$ cat src/rtl/cordic_mul.sv
// cordic_mul: iterative linear-rotation CORDIC multiplier, res = x_i * z_i with z_i in Q1.(ACCURANCY-1).
// Define CORDIC_MUL_ROUND_EN to round the shifted multiplicand half-up instead of flooring it.
module cordic_mul #(
  parameter int DWIDTH    = 16,
  parameter int ACCURANCY = 8
) (
  input  logic                 clk,
  input  logic                 rst,
  input  logic [DWIDTH-1:0]    x_i,
  input  logic [ACCURANCY-1:0] z_i,
  input  logic                 req,
  output logic                 busy,
  output logic                 rdy,
  output logic [DWIDTH-1:0]    res
);

  localparam int YW = DWIDTH + 2;
  localparam int ZW = ACCURANCY + 2;
  localparam int CW = $clog2(ACCURANCY) + 1;

  localparam logic signed [YW-1:0] Y_MAX = {3'b000, {(DWIDTH-1){1'b1}}};
  localparam logic signed [YW-1:0] Y_MIN = ~Y_MAX;
  localparam logic signed [YW-1:0] Y_ONE = 1;
  localparam logic signed [ZW-1:0] Z_ONE = 1;

  typedef enum logic [1:0] {IDLE, ITER, DONE} state_t;

  state_t                   r_state;
  state_t                   w_stateNext;
  logic signed [DWIDTH-1:0] r_xr;
  logic signed [YW-1:0]     r_y;
  logic signed [ZW-1:0]     r_z;
  logic [CW-1:0]            r_cnt;
  logic                     r_rdy;
  logic [DWIDTH-1:0]        r_res;

  logic signed [YW-1:0]     w_xExt;
  logic signed [YW-1:0]     w_xs;
  logic signed [ZW-1:0]     w_zStep;
  logic signed [YW-1:0]     w_yNext;
  logic signed [ZW-1:0]     w_zNext;
  logic                     w_dPos;
  logic                     w_last;
  logic [DWIDTH-1:0]        w_sat;

  always_ff @(posedge clk or posedge rst) begin
    if (rst) r_state <= IDLE;
    else     r_state <= w_stateNext;
  end

  always_comb begin
    w_stateNext = r_state;
    case (r_state)
      IDLE:    if (req) w_stateNext = ITER;
      ITER:    if (w_last) w_stateNext = DONE;
      DONE:    w_stateNext = IDLE;
      default: w_stateNext = IDLE;
    endcase
  end

  // One rotation step: residual z steers the sign of the shifted multiplicand added into y.
  assign w_xExt = {{2{r_xr[DWIDTH-1]}}, r_xr};

  always_comb begin
`ifdef CORDIC_MUL_ROUND_EN
    if (r_cnt == '0) w_xs = w_xExt;
    else             w_xs = (w_xExt + (Y_ONE << (r_cnt - CW'(1)))) >>> r_cnt;
`else
    w_xs = w_xExt >>> r_cnt;
`endif
  end

  assign w_zStep = Z_ONE << (CW'(ACCURANCY - 1) - r_cnt);
  assign w_dPos  = ~r_z[ZW-1];
  assign w_yNext = w_dPos ? (r_y + w_xs) : (r_y - w_xs);
  assign w_zNext = w_dPos ? (r_z - w_zStep) : (r_z + w_zStep);
  assign w_last  = (r_cnt == CW'(ACCURANCY - 1));

  always_comb begin
    if (w_yNext > Y_MAX)      w_sat = Y_MAX[DWIDTH-1:0];
    else if (w_yNext < Y_MIN) w_sat = Y_MIN[DWIDTH-1:0];
    else                      w_sat = w_yNext[DWIDTH-1:0];
  end

  always_ff @(posedge clk or posedge rst) begin
    if (rst) begin
      r_xr  <= '0;
      r_y   <= '0;
      r_z   <= '0;
      r_cnt <= '0;
      r_rdy <= 1'b0;
      r_res <= '0;
    end else begin
      case (r_state)
        IDLE: begin
          if (req) begin
            r_xr  <= x_i;
            r_y   <= '0;
            r_z   <= {{2{z_i[ACCURANCY-1]}}, z_i};
            r_cnt <= '0;
          end
        end
        ITER: begin
          r_y   <= w_yNext;
          r_z   <= w_zNext;
          r_cnt <= r_cnt + CW'(1);
          if (w_last) begin
            r_res <= w_sat;
            r_rdy <= 1'b1;
          end
        end
        DONE:    r_rdy <= 1'b0;
        default: r_rdy <= 1'b0;
      endcase
    end
  end

  assign busy = (r_state != IDLE);
  assign rdy  = r_rdy;
  assign res  = r_res;

endmodule
$ cat config.mk
export PLATFORM = sky130hd
export DESIGN_NAME = cordic_mul
export DESIGN_NICKNAME = d
export VERILOG_FILES = /design/src/rtl/cordic_mul.sv
export SDC_FILE = /design/constraint.sdc
export NUM_CORES = 1
export LEC_CHECK = 0
export ABC_AREA = 1
export CAP_MARGIN = 20
export CORE_ASPECT_RATIO = 1.1
export CORE_UTILIZATION = 40
export DETAILED_ROUTE_END_ITERATION = 7
export REMOVE_ABC_BUFFERS = 1
export SYNTH_ARGS = -nofsm -noshare
export SYNTH_HDL_FRONTEND = slang
export SYNTH_SLANG_ARGS = --single-unit
$ cat constraint.sdc
create_clock -name clk -period 12.14 [get_ports clk]
set_input_delay 1.821 -clock clk [delete_from_list [all_inputs] [get_ports clk]]
set_output_delay 1.821 -clock clk [all_outputs]
set_load 0.03 [all_outputs]
**After elaboration in Yosys (flattened, before gate mapping)**

Cells that the tools add are included.

- Equality and inequality tests: 4
- $lt $le $gt $ge: 2
- Add/subtract/negate cells: 6
- Shift operators: 2
- Reductions and logical operators: 8
- Bitwise logic cells: 1
- Muxes and demuxes: 15

Operators with widths:

| kind | count |
|---|---|
| 2-to-1 mux 18 bit | 2 |
| case mux 18 bit (2 select lines) | 1 |
| 2-to-1 mux 16 bit | 2 |
| 2-to-1 mux 10 bit | 2 |
| case mux 10 bit (2 select lines) | 1 |
| adder 18 bit | 1 |
| > comparator 18 x 16 -> 1 bit (second input constant) | 1 |
| less-than comparator 18 x 16 -> 1 bit (second input constant) | 1 |
| >>> shifter 16 x 4 -> 18 bit | 1 |
| subtractor 18 bit | 1 |
| adder 10 bit | 1 |
| AND reduction 2 bit | 5 |
| left shift 1 x 4 -> 10 bit (first input constant) | 1 |
| subtractor 10 bit | 1 |
| case mux 4 bit (2 select lines) | 1 |
| adder 4 x 1 -> 4 bit (second input constant) | 1 |
| equality test 4 x 3 -> 1 bit (second input constant) | 1 |
| 2-to-1 mux 2 bit | 2 |
| 2-to-1 mux 4 bit | 1 |
| inequality test 2 bit (second input constant) | 2 |
| case mux 2 bit (2 select lines) | 1 |
| nonzero test 2 bit | 2 |
| subtractor 3 x 4 -> 4 bit (first input constant) | 1 |
| equality test 2 x 1 -> 1 bit (second input constant) | 1 |
| other kinds (4) | 4 |

- Word-level logic and storage cells: 45
- Flip-flop bits (word level): 67
- Output and inout bits: 18
- Input port bits: 27

**Logic depth before layout (Yosys ltp)**

Gate-level depths: netlist (run 1).

- Depth in word-level cells: 6
- Mapped depth: 30
- Mapped depth without buffers: 28

**Least setup slack after synthesis (run 1)**

No wires, ideal clock.

- Path type: flip-flop to flip-flop
- Start: register r_cnt[0]
- End: register r_res[10] (netlist: res[10])
- Path buffers: 3
- Cell stages (with the launch flop): 29
- Setup time: 73 ps
- Setup slack: 8190 ps
- Data arrival time: 3877 ps
- Period minus slack after synthesis: 3950 ps
- Data required time: 12067 ps
- Cells stage by stage: dfrtp_1 buf_6 buf_6 nand2_1 nand3_1 nand3_1 nand2_1 a21oi_2 ha_1 inv_1 nor2_1 nand2_1 nor3_1 nand2_1 nor2_1 a21oi_1 xor2_1 ha_1 nand2_1 nor3_1 nand2_1 o311ai_0 inv_1 nand3_1 nand2_2 nand2_2 nand2_4 buf_6 a21oi_2

- Longest elaborated chain between the ends: 6
- Elaborated cells on any way between the ends: 10
- Those cells by class: add/sub: 2; order compare: 2; eq/ne: 1; shift: 1; mux: 3; reduce/logical: 1

RTL lines:

| item | RTL line | text |
|---|---|---|
| start, declared | 33 | `logic [CW-1:0] r_cnt;` |
| start signal, assigned | 106 | `r_cnt <= r_cnt + CW'(1);` |
| >>> shifter 16 x 4 -> 18 bit | 69 | `w_xs = w_xExt >>> r_cnt;` |
| adder 18 bit / subtractor 18 bit (equally long branches) | 75 | `assign w_yNext = w_dPos ? (r_y + w_xs) : (r_y - w_xs);` |
| 2-to-1 mux 18 bit | 75 |  |
| less-than comparator 18 x 16 -> 1 bit | 81 | `else if (w_yNext < Y_MIN) w_sat = Y_MIN[DWIDTH-1:0];` |
| 2-to-1 mux 16 bit | 81 |  |
| 2-to-1 mux 16 bit | 80 | `if (w_yNext > Y_MAX) w_sat = Y_MAX[DWIDTH-1:0];` |
| end signal, assigned | 108 | `r_res <= w_sat;` |
| end, declared | 35 | `logic [DWIDTH-1:0] r_res;` |

Parallel ways exist; a longest one is shown, timed or not.
A chain may end at the register's enable or synchronous reset.

**Worst setup path after layout (run 1)**

- Start: register r_cnt[0]
- End: register r_res[14] (netlist: res[14])

Same word-level chain as after synthesis.

==> out/results.ini, run 1 <==
[outcome]
outcome=complete, no violations

[yosys]
synthTopCellsByCount=nand2_1, dfrtp_1, nand3_1
seq_area_frac_synth_pct=32.8
ys_warn_count=0
synth.area.top_cells=dfrtp_1, nand2_1, ha_1
yosysMostFrequentCell=nand2_1
ys.flop_type=dfrtp_1
ys_ff_latch=67
synth_edf_count=0
yosysTopAreaCellShare_pct=32.8
async_flop_share_pct=100
yosys.area.top_type=dfrtp_1
syn_avg_cell_area_um2=7.24
synth_cell_types=40
synth_area_um2=5120
synth_cells=707

[routing]
vias=4621
postRouteAntennaNets=0
drtPass1Iterations=5
drtIter0Drc=234
drc_errors=0
viasPerCell=5.12
drt-total-wl_mm=12.2
wl_per_cell_um=13.5

[clocking]
post_cts_resize_count=0
cts_hold_buf=0
post_cts_buffers=0
cts_buffer_depth=2
clk_latency_ps=340
clk_pin_slew_ps=50
clock_sinks=67
h-tree-depth=3
cts_tree=built
clockRootBuffer=clkbuf_16
numCtsBuffers=9

[worst_setup_path]
required_ps=12400
critPathBufInv=2
critPathCaptureType=flip-flop
crit_path_start_kind=flip-flop
crit_top_cell=nand2_1
worstSetupPathType=reg2reg
crit_slowest_cell=dfrtp_1
crit_path_max_fanout=22
max_stage_delay_ps=770
crit_family=compound AO/OA/AOI/OAI gates
cp.arrival_ps=5350

[floorplanning]
coreArea_um2=12200
die_x_um=110
rows=42
io_pins=45
die_h_um=121
initial_utilization_pct=41.8
dieArea_um2=13300

[layout]
fin_nets=806
num-fill-cells=1247
regArea_um2=1680
final_area_um2=5970
synthToLayoutAreaGrowth_pct=16.6
multi_input_comb_area_um2=3070
drive_gt1_share_pct=8.56
insertedDiodeCount=0

[sta]
finClkSkew_ps=8.50
hold_violations=0
tns_ps=0
setup_viol=0
slew_headroom_pct=41.5
fmax_mhz=196
min_period_over_period_pct=42.0
rsz0062_at_grt=no
tightest_slew_ps=878
slew_viol_final=0
period_needed_ps=5090

[grt]
grt_pass1_vias=4426
grt_overflow_total=0
antenna_found_initial=0
grtUsageTotal_pct=19.8
grt_pass1_wl_mm=20.4
grt_max_degree=68

[flow_run]
maxCapViolCount=0

[placed_design]
portBuffers=44
finalWeightedCongestion=0.869
placed_area_um2=5640
post-dp-hpwl_mm=9.06

[min_path]
hold_class=reg2reg

==> area by class of cell <==
cell class | instances | share of cell area (%)
Multi-Input combinational cell | 555 | 51.5
Clock buffer | 10 | 4.01
Clock inverter | 6 | 1.49
Tap cell | 154 | 3.23
Sequential cell | 67 | 28.1
Timing Repair Buffer | 47 | 7.76
Inverter | 63 | 3.96
==> worst reg2reg max path: cells and delay by family (launching register included) <==
kind / cells / cell delay (ps)
AOI/OAI and AO/OA: 7 / 1570
and+or+nand+nor: 14 / 1530
DFF: 1 / 770
adders and majority gates: 2 / 700
buffers and inverters: 2 / 430
==> logic make-up (layout without fill, tap and decap cells) <==
family	count (synthesis)	after routing	share of synthesized area, %
DFF	67	67	32.8
and+or+nand+nor	365	365	30.5
AOI/OAI and AO/OA	117	117	14.1
buffers and inverters	85	126	7.26
xor gates and xnor gates	37	37	6.33
adders and majority gates	36	36	9.09
==> stage by stage <==
stage               setup slack [ps]  utilization [%]  hold WS, ps  cells
floorplan                       7940                -          449    685
global placement                7010             46.1          479    886
detailed placement              6960             46.1          483    886
CTS                             7050             48.7          494    902
global route                    6550             48.7          524    902
finish                          7050             48.7          487    902
==> registers in the layout, summed over array words and instances, names as in the netlist <==
signal / cells
r_y: 18
r_xr: 16
rdy: 1
r_z: 10
res: 16
r_state: 2
r_cnt: 4
==> layer usage <==
layer  track usage [%]  routed length [µm]  up-vias
met2              33.6                5870       81
met5                 0                   0        -
li1                  -                   -     2398
met4              6.42                 150        0
met1              24.9                5670     2131
met3              3.77                 452       11
==> cells in the final DEF, fill, tap and decap left out, types with 2 or more instances in the layout <==
master	count
a22o_1	11
nor2_2	4
o21ai_0	35
o21ai_1	2
inv_2	8
nand2_4	2
o22ai_1	5
nor2_4	2
clkinvlp_4	2
clkdlybuf4s50_1	44
nor3_1	7
a21oi_1	37
nand3_1	66
o21bai_1	2
dfrtp_1	67
xnor2_1	12
clkinv_1	2
or2_2	4
clkbuf_16	9
inv_1	53
xor2_1	25
nand2_2	8
nand2_1	216
ha_1	34
buf_4	3
a21oi_2	14
fa_1	2
nand3_2	3
o211ai_1	4
nor2_1	49
bufinv_16	2
a21boi_0	2
o31ai_1	2
==> worst paths after layout <==
kind,startpoint,end,slack (ps),cells past startpoint
min in group asynchronous,rst,res[1],2040,3
min reg2reg,r_state[1],rdy,490,1
max,r_cnt[0],res[14],7050,25
min,r_state[1],rdy,490,1
max in group asynchronous,rst,r_xr[15],9500,3
max reg2reg,r_cnt[0],res[14],7050,25
Power of run 1 is left out: the tool's default activity adds up to more than one toggle a clock period on the data nets, which glitch-free logic cannot reach.
==> inputs of run 2 (changes only) <==
==> constraint.sdc (replaced) <==
create_clock -name clk -period 5.1 [get_ports clk]
set_input_delay 0.765 -clock clk [delete_from_list [all_inputs] [get_ports clk]]
set_output_delay 0.765 -clock clk [all_outputs]
set_load 0.03 [all_outputs]
==> run 2 against run 1 <==
Compared with the run above: critical path type unchanged; highest routed layer unchanged; cell area increased by 0.61%; first-iteration DRC count increased by 2.6%; count of clock-buffer cells in the layout increased by 2.
==> out/results.ini, run 2 (synthesis gave the netlist of run 1 again) <==
[outcome]
outcome=complete, no violations  ; unchanged

[sta]
min_period_over_period_pct=89.8  ; was 42.0%
rsz0062_at_grt=no  ; unchanged
slew_headroom_pct=55.6  ; was 41.5%
setup_viol=0  ; unchanged
fmax_mhz=218  ; was 196 MHz
hold_violations=0  ; unchanged
finClkSkew_ps=5.73  ; was 8.50 ps
tns_ps=0  ; unchanged
period_needed_ps=4580  ; was 5090 ps
tightest_slew_ps=665  ; was 878 ps
slew_viol_final=0  ; unchanged

[routing]
viasPerCell=5.10  ; was 5.12
drtPass1Iterations=4  ; was 5
postRouteAntennaNets=0  ; unchanged
drtIter0Drc=240  ; was 234
wl_per_cell_um=13.7  ; was 13.5 µm
drt-total-wl_mm=12.4  ; was 12.2 mm
vias=4620  ; was 4621
drc_errors=0  ; unchanged

[placed_design]
portBuffers=44  ; unchanged
post-dp-hpwl_mm=9.39  ; was 9.06 mm
finalWeightedCongestion=0.877  ; was 0.869

[flow_run]
maxCapViolCount=0  ; unchanged

[floorplanning]
rows=42  ; unchanged
die_h_um=121  ; unchanged
io_pins=45  ; unchanged
die_x_um=110  ; unchanged
initial_utilization_pct=41.8  ; unchanged
coreArea_um2=12200  ; unchanged
dieArea_um2=13300  ; unchanged

[grt]
grt_overflow_total=0  ; unchanged
grt_pass1_vias=4632  ; was 4426
use_met3_pct=3.18  ; was 3.77%
antenna_found_initial=0  ; unchanged
grt_max_degree=38  ; was 68
grt-busiest-layer=met2  ; unchanged
grtUsageMet2_pct=34.1  ; was 33.6%
grt_pass1_wl_mm=21.1  ; was 20.4 mm
grtUsageTotal_pct=20.3  ; was 19.8%
grt_use_met1_pct=25.7  ; was 24.9%

[worst_setup_path]
max_stage_delay_ps=390  ; was 770 ps
crit_path_max_fanout=19  ; was 22
crit_top_cell=nand2_1  ; unchanged
critPathCaptureType=flip-flop  ; unchanged
rr_startpoint=r_cnt[1]  ; was r_cnt[0]
crit_path_start_kind=flip-flop  ; unchanged
reg2reg_setup_slack_ps=520  ; was 7050 ps
r2r_end=res[11]  ; was res[14]
r2r_cells=25  ; unchanged
cp.arrival_ps=4850  ; was 5350 ps
crit_slowest_cell=dfrtp_1  ; unchanged
worstSetupPathType=reg2reg  ; unchanged
required_ps=5360  ; was 12400 ps

[min_path]
hold_path_end=r_xr[0]  ; was rdy
hold_class=reg2reg  ; unchanged
holdPathStages=2  ; was 1
hp-start=r_xr[0]  ; was r_state[1]

[clocking]
clock_sinks=67  ; unchanged
clk_pin_slew_ps=60  ; was 50 ps
cts_tree=built  ; unchanged
clockRootBuffer=clkbuf_16  ; unchanged
cts_buffer_depth=2  ; unchanged
cts_hold_buf=0  ; unchanged
numCtsBuffers=9  ; unchanged
h-tree-depth=3  ; unchanged
clk_latency_ps=340  ; about the same

[layout]
layout_common_cells=nand2_1, dfrtp_1, nand3_1  ; unchanged
regMostFlops=r_y  ; unchanged
fin_nets=810  ; was 806
synthToLayoutAreaGrowth_pct=17.3  ; was 16.6%
insertedDiodeCount=0  ; unchanged
largest_register_ffs=18  ; unchanged
final_common_cell=nand2_1  ; unchanged
drive_gt1_share_pct=9.04  ; was 8.56%

[run 2: final cells by class]
| type | count | area, µm² |
|---|---|---|
| well taps | 154 | 193 |
| flip-flops and latches | 67 | 1680 |
| multi-input cells | 555 | 3080 |
| clock buffers | 12 | 256 |
| inverters | 63 | 236 |
| fillers | 1243 | 6240 |
| clock inverters | 4 | 72.6 |
| repair buffers | 51 | 493 |
[run 2: worst max-delay path: cells and delay by family, from the launching register on]
family                   cells  cell delay [ps]
XOR/XNOR                     1              170
AND/OR/NAND/NOR             15             2090
buffers and inverters        3              420
adder cells (fa/ha/maj)      2              560
flip-flops                   1              390
AO/OA/AOI/OAI                4              890
[run 2: worst max-delay path by stage]
stage,end,slack [ps],cells past startpoint,start
after global placement,res[0],550,26,r_cnt[0]
after global routing,res[11],60,26,r_cnt[0]
after floorplan,res[0],900,26,r_cnt[0]
after CTS,res[12],390,25,r_cnt[1]
after detailed placement,res[12],410,26,r_cnt[0]
final,res[11],520,25,r_cnt[1]
[run 2: timing repair]
action,4_1_cts,5_1_grt
endpoints found under the setup margin,0,13
setup buffers,0,0
gates resized for setup,0,1
[run 2: stage by stage]
stage               instance area [µm²]  utilization (%)  cells  setup slack (ps)  hold slack, ps
floorplan                          4980                -    685               902             449
global placement                   5670             46.3    890               550             476
detailed placement                 5670             46.3    890               414             471
CTS                                6000             49.0    906               393             486
global route                       6000             49.0    906              57.3             511
finish                             6000             49.0    906               518             484
[run 2: per-layer routing]
metal  vias up  share of wire (%)  routed length, µm
li1       2394                  -                  -
met1      2127                 46               5730
met2        78                 48               5950
met3        21                3.9                479
met4         0                1.8                227
met5         -                  0                  0
Power of run 2 is left out for the same reason.
==> inputs of run 3 (changes only) <==
--- a/config.mk
+++ b/config.mk
@@ -6,10 +6,11 @@
 export NUM_CORES = 1
 export LEC_CHECK = 0
 export ABC_AREA = 1
-export CAP_MARGIN = 20
+export CAP_MARGIN = 40
 export CORE_ASPECT_RATIO = 1.1
 export CORE_UTILIZATION = 40
 export DETAILED_ROUTE_END_ITERATION = 7
+export RECOVER_POWER = 25
 export REMOVE_ABC_BUFFERS = 1
 export SYNTH_ARGS = -nofsm -noshare
 export SYNTH_HDL_FRONTEND = slang
==> run 3 against run 2 <==
Compared with the run above: the run now ends with max-capacitance violations, max-slew violations left; setup slack improved by 4.9 ps; maximum frequency increased by 0.11%; global-route usage unchanged; register-to-register slack about the same; routed wire length increased by 0.13%; hold slack about the same; first-iteration DRC count increased by 2.5%; flip-flop and latch count unchanged; largest cell class unchanged; cell area decreased by 0.13%; count of clock-buffer cells in the layout unchanged; critical path depth unchanged; critical endpoint unchanged; sequential share of layout area about the same.
==> out/results.ini, run 3 (synthesis gave the netlist of run 1 again) <==
[placed_design]
place_ws_ps=414  ; unchanged
portBuffers=44  ; unchanged
post-dp-hpwl_mm=9.39  ; unchanged
finalWeightedCongestion=0.877  ; unchanged
placed_area_um2=5670  ; unchanged

[min_path]
hp-start=r_xr[0]  ; unchanged
hold_class=reg2reg  ; unchanged

[sta]
period_needed_ps=4580  ; about the same
tightest_slew_ps=2080  ; was 665 ps
finClkSkew_ps=5.21  ; was 5.73 ps
fmax_mhz=218  ; about the same
setup_slack_ps=523  ; was 518 ps
tns_ps=0  ; unchanged
rsz0062_at_grt=no  ; unchanged
slew_headroom_pct=-38.5  ; was 55.6%
min_period_over_period_pct=89.8  ; about the same
setup_viol=0  ; unchanged
hold_violations=0  ; unchanged
slew_viol_final=38  ; was 0

[worst_setup_path]
worstSetupPathType=reg2reg  ; unchanged
critPathCaptureType=flip-flop  ; unchanged
endpoint=res[11]  ; unchanged
crit_path_start_kind=flip-flop  ; unchanged
reg2reg_setup_slack_ps=520  ; about the same
r2r_cells=25  ; unchanged
rr_startpoint=r_cnt[1]  ; unchanged
crit_path_max_fanout=19  ; unchanged
startpoint=r_cnt[1]  ; unchanged
required_ps=5360  ; about the same
r2r_end=res[11]  ; unchanged
cp.arrival_ps=4840  ; was 4850 ps

[outcome]
outcome=finished, violations left  ; was complete, no violations
failed_checks=max-capacitance violations, max-slew violations

[layout]
largest_register_ffs=18  ; unchanged
regMostFlops=r_y  ; unchanged
final_area_um2=6000  ; about the same
fin_nets=810  ; unchanged
regArea_um2=1680  ; unchanged
multi_input_comb_area_um2=3080  ; unchanged
layout_common_cells=nand2_1, dfrtp_1, nand3_1  ; unchanged
final_common_cell=nand2_1  ; unchanged
synthToLayoutAreaGrowth_pct=17.1  ; was 17.3%
insertedDiodeCount=0  ; unchanged
num-fill-cells=1245  ; was 1243
drive_gt1_share_pct=8.64  ; was 9.04%

[clocking]
h-tree-depth=3  ; unchanged
clock_sinks=67  ; unchanged
clk_pin_slew_ps=60  ; about the same
cts_buffer_depth=2  ; unchanged
cts_tree=built  ; unchanged
numCtsBuffers=9  ; unchanged
clk_latency_ps=340  ; about the same
cts_hold_buf=0  ; unchanged
clockRootBuffer=clkbuf_16  ; unchanged

[floorplanning]
io_pins=45  ; unchanged
rows=42  ; unchanged
die_h_um=121  ; unchanged
coreArea_um2=12200  ; unchanged
die_x_um=110  ; unchanged
dieArea_um2=13300  ; unchanged
initial_utilization_pct=41.8  ; unchanged

[routing]
vias=4630  ; was 4620
drtIter0Drc=246  ; was 240
drt-total-wl_mm=12.4  ; about the same
drtPass1Iterations=4  ; unchanged
wl_per_cell_um=13.7  ; about the same
viasPerCell=5.11  ; was 5.10
postRouteAntennaNets=0  ; unchanged
drc_errors=0  ; unchanged

[grt]
grt_pass1_vias=4632  ; unchanged
grt_overflow_total=0  ; unchanged
grt_max_degree=38  ; unchanged
grtUsageTotal_pct=20.3  ; unchanged
grt_pass1_wl_mm=21.1  ; unchanged
antenna_found_initial=0  ; unchanged

[flow_run]
maxCapViolCount=1  ; was 0

run 3: worst min-delay path by stage:
stage	endpoint	slack [ps]	cells after the start
final	r_xr[0]	480	2
after global routing	r_xr[0]	510	2
after CTS	r_xr[0]	490	2
after detailed placement	r_xr[0]	470	2
after global placement	res[15]	480	2
after floorplan	r_xr[0]	450	2
run 3: routing by layer:
layer / vias to the layer above / GRT usage [%] / wire length, µm
li1: 2392 / - / -
met1: 2140 / 25.7 / 5780
met2: 77 / 34.1 / 5940
met3: 21 / 3.18 / 440
met4: 0 / 8.25 / 240
met5: - / 0 / 0
run 3: through the flow:
step	utilization, %	cells	hold slack (ps)
after global placement	46.3	890	476
after global routing	49.0	906	511
final	49.0	906	484
after floorplan	-	685	449
after CTS	49.0	906	486
after detailed placement	46.3	890	471
run 3: final cells by class:
class                      instances  share of cell area [%]
clock buffer                      12                    4.28
clock inverter                     4                    1.21
inverter                          63                    3.94
multi-input combinational        555                    51.3
sequential                        67                    28.0
tap                              154                    3.21
timing repair buffer              51                    8.10
run 3: critical path, stage by stage (launching register included):
cell and delay (ps):
dfrtp_1 390, inv_2 280, nand3_1 190, nand3_1 100
nand2_1 100, a21oi_2 220, ha_1 190, inv_1 60
nor2_1 150, nand2_1 110, nor3_1 250, nand2_1 110
nor2_1 150, a21oi_1 100, xor2_1 170, ha_1 370
nand2_1 140, nor3_2 220, nand2_1 70, o311ai_0 390
inv_1 80, nand3_1 110, nand2_2 100, nand2_2 110
nand2_4 180, a21oi_1 180
run 3: timing repair:
action                                  in CTS  in global routing
endpoints found under the setup margin       0                 13
buffers inserted                             0                  0
gates resized for setup                      0                  1
Power of run 3 is left out for the same reason.
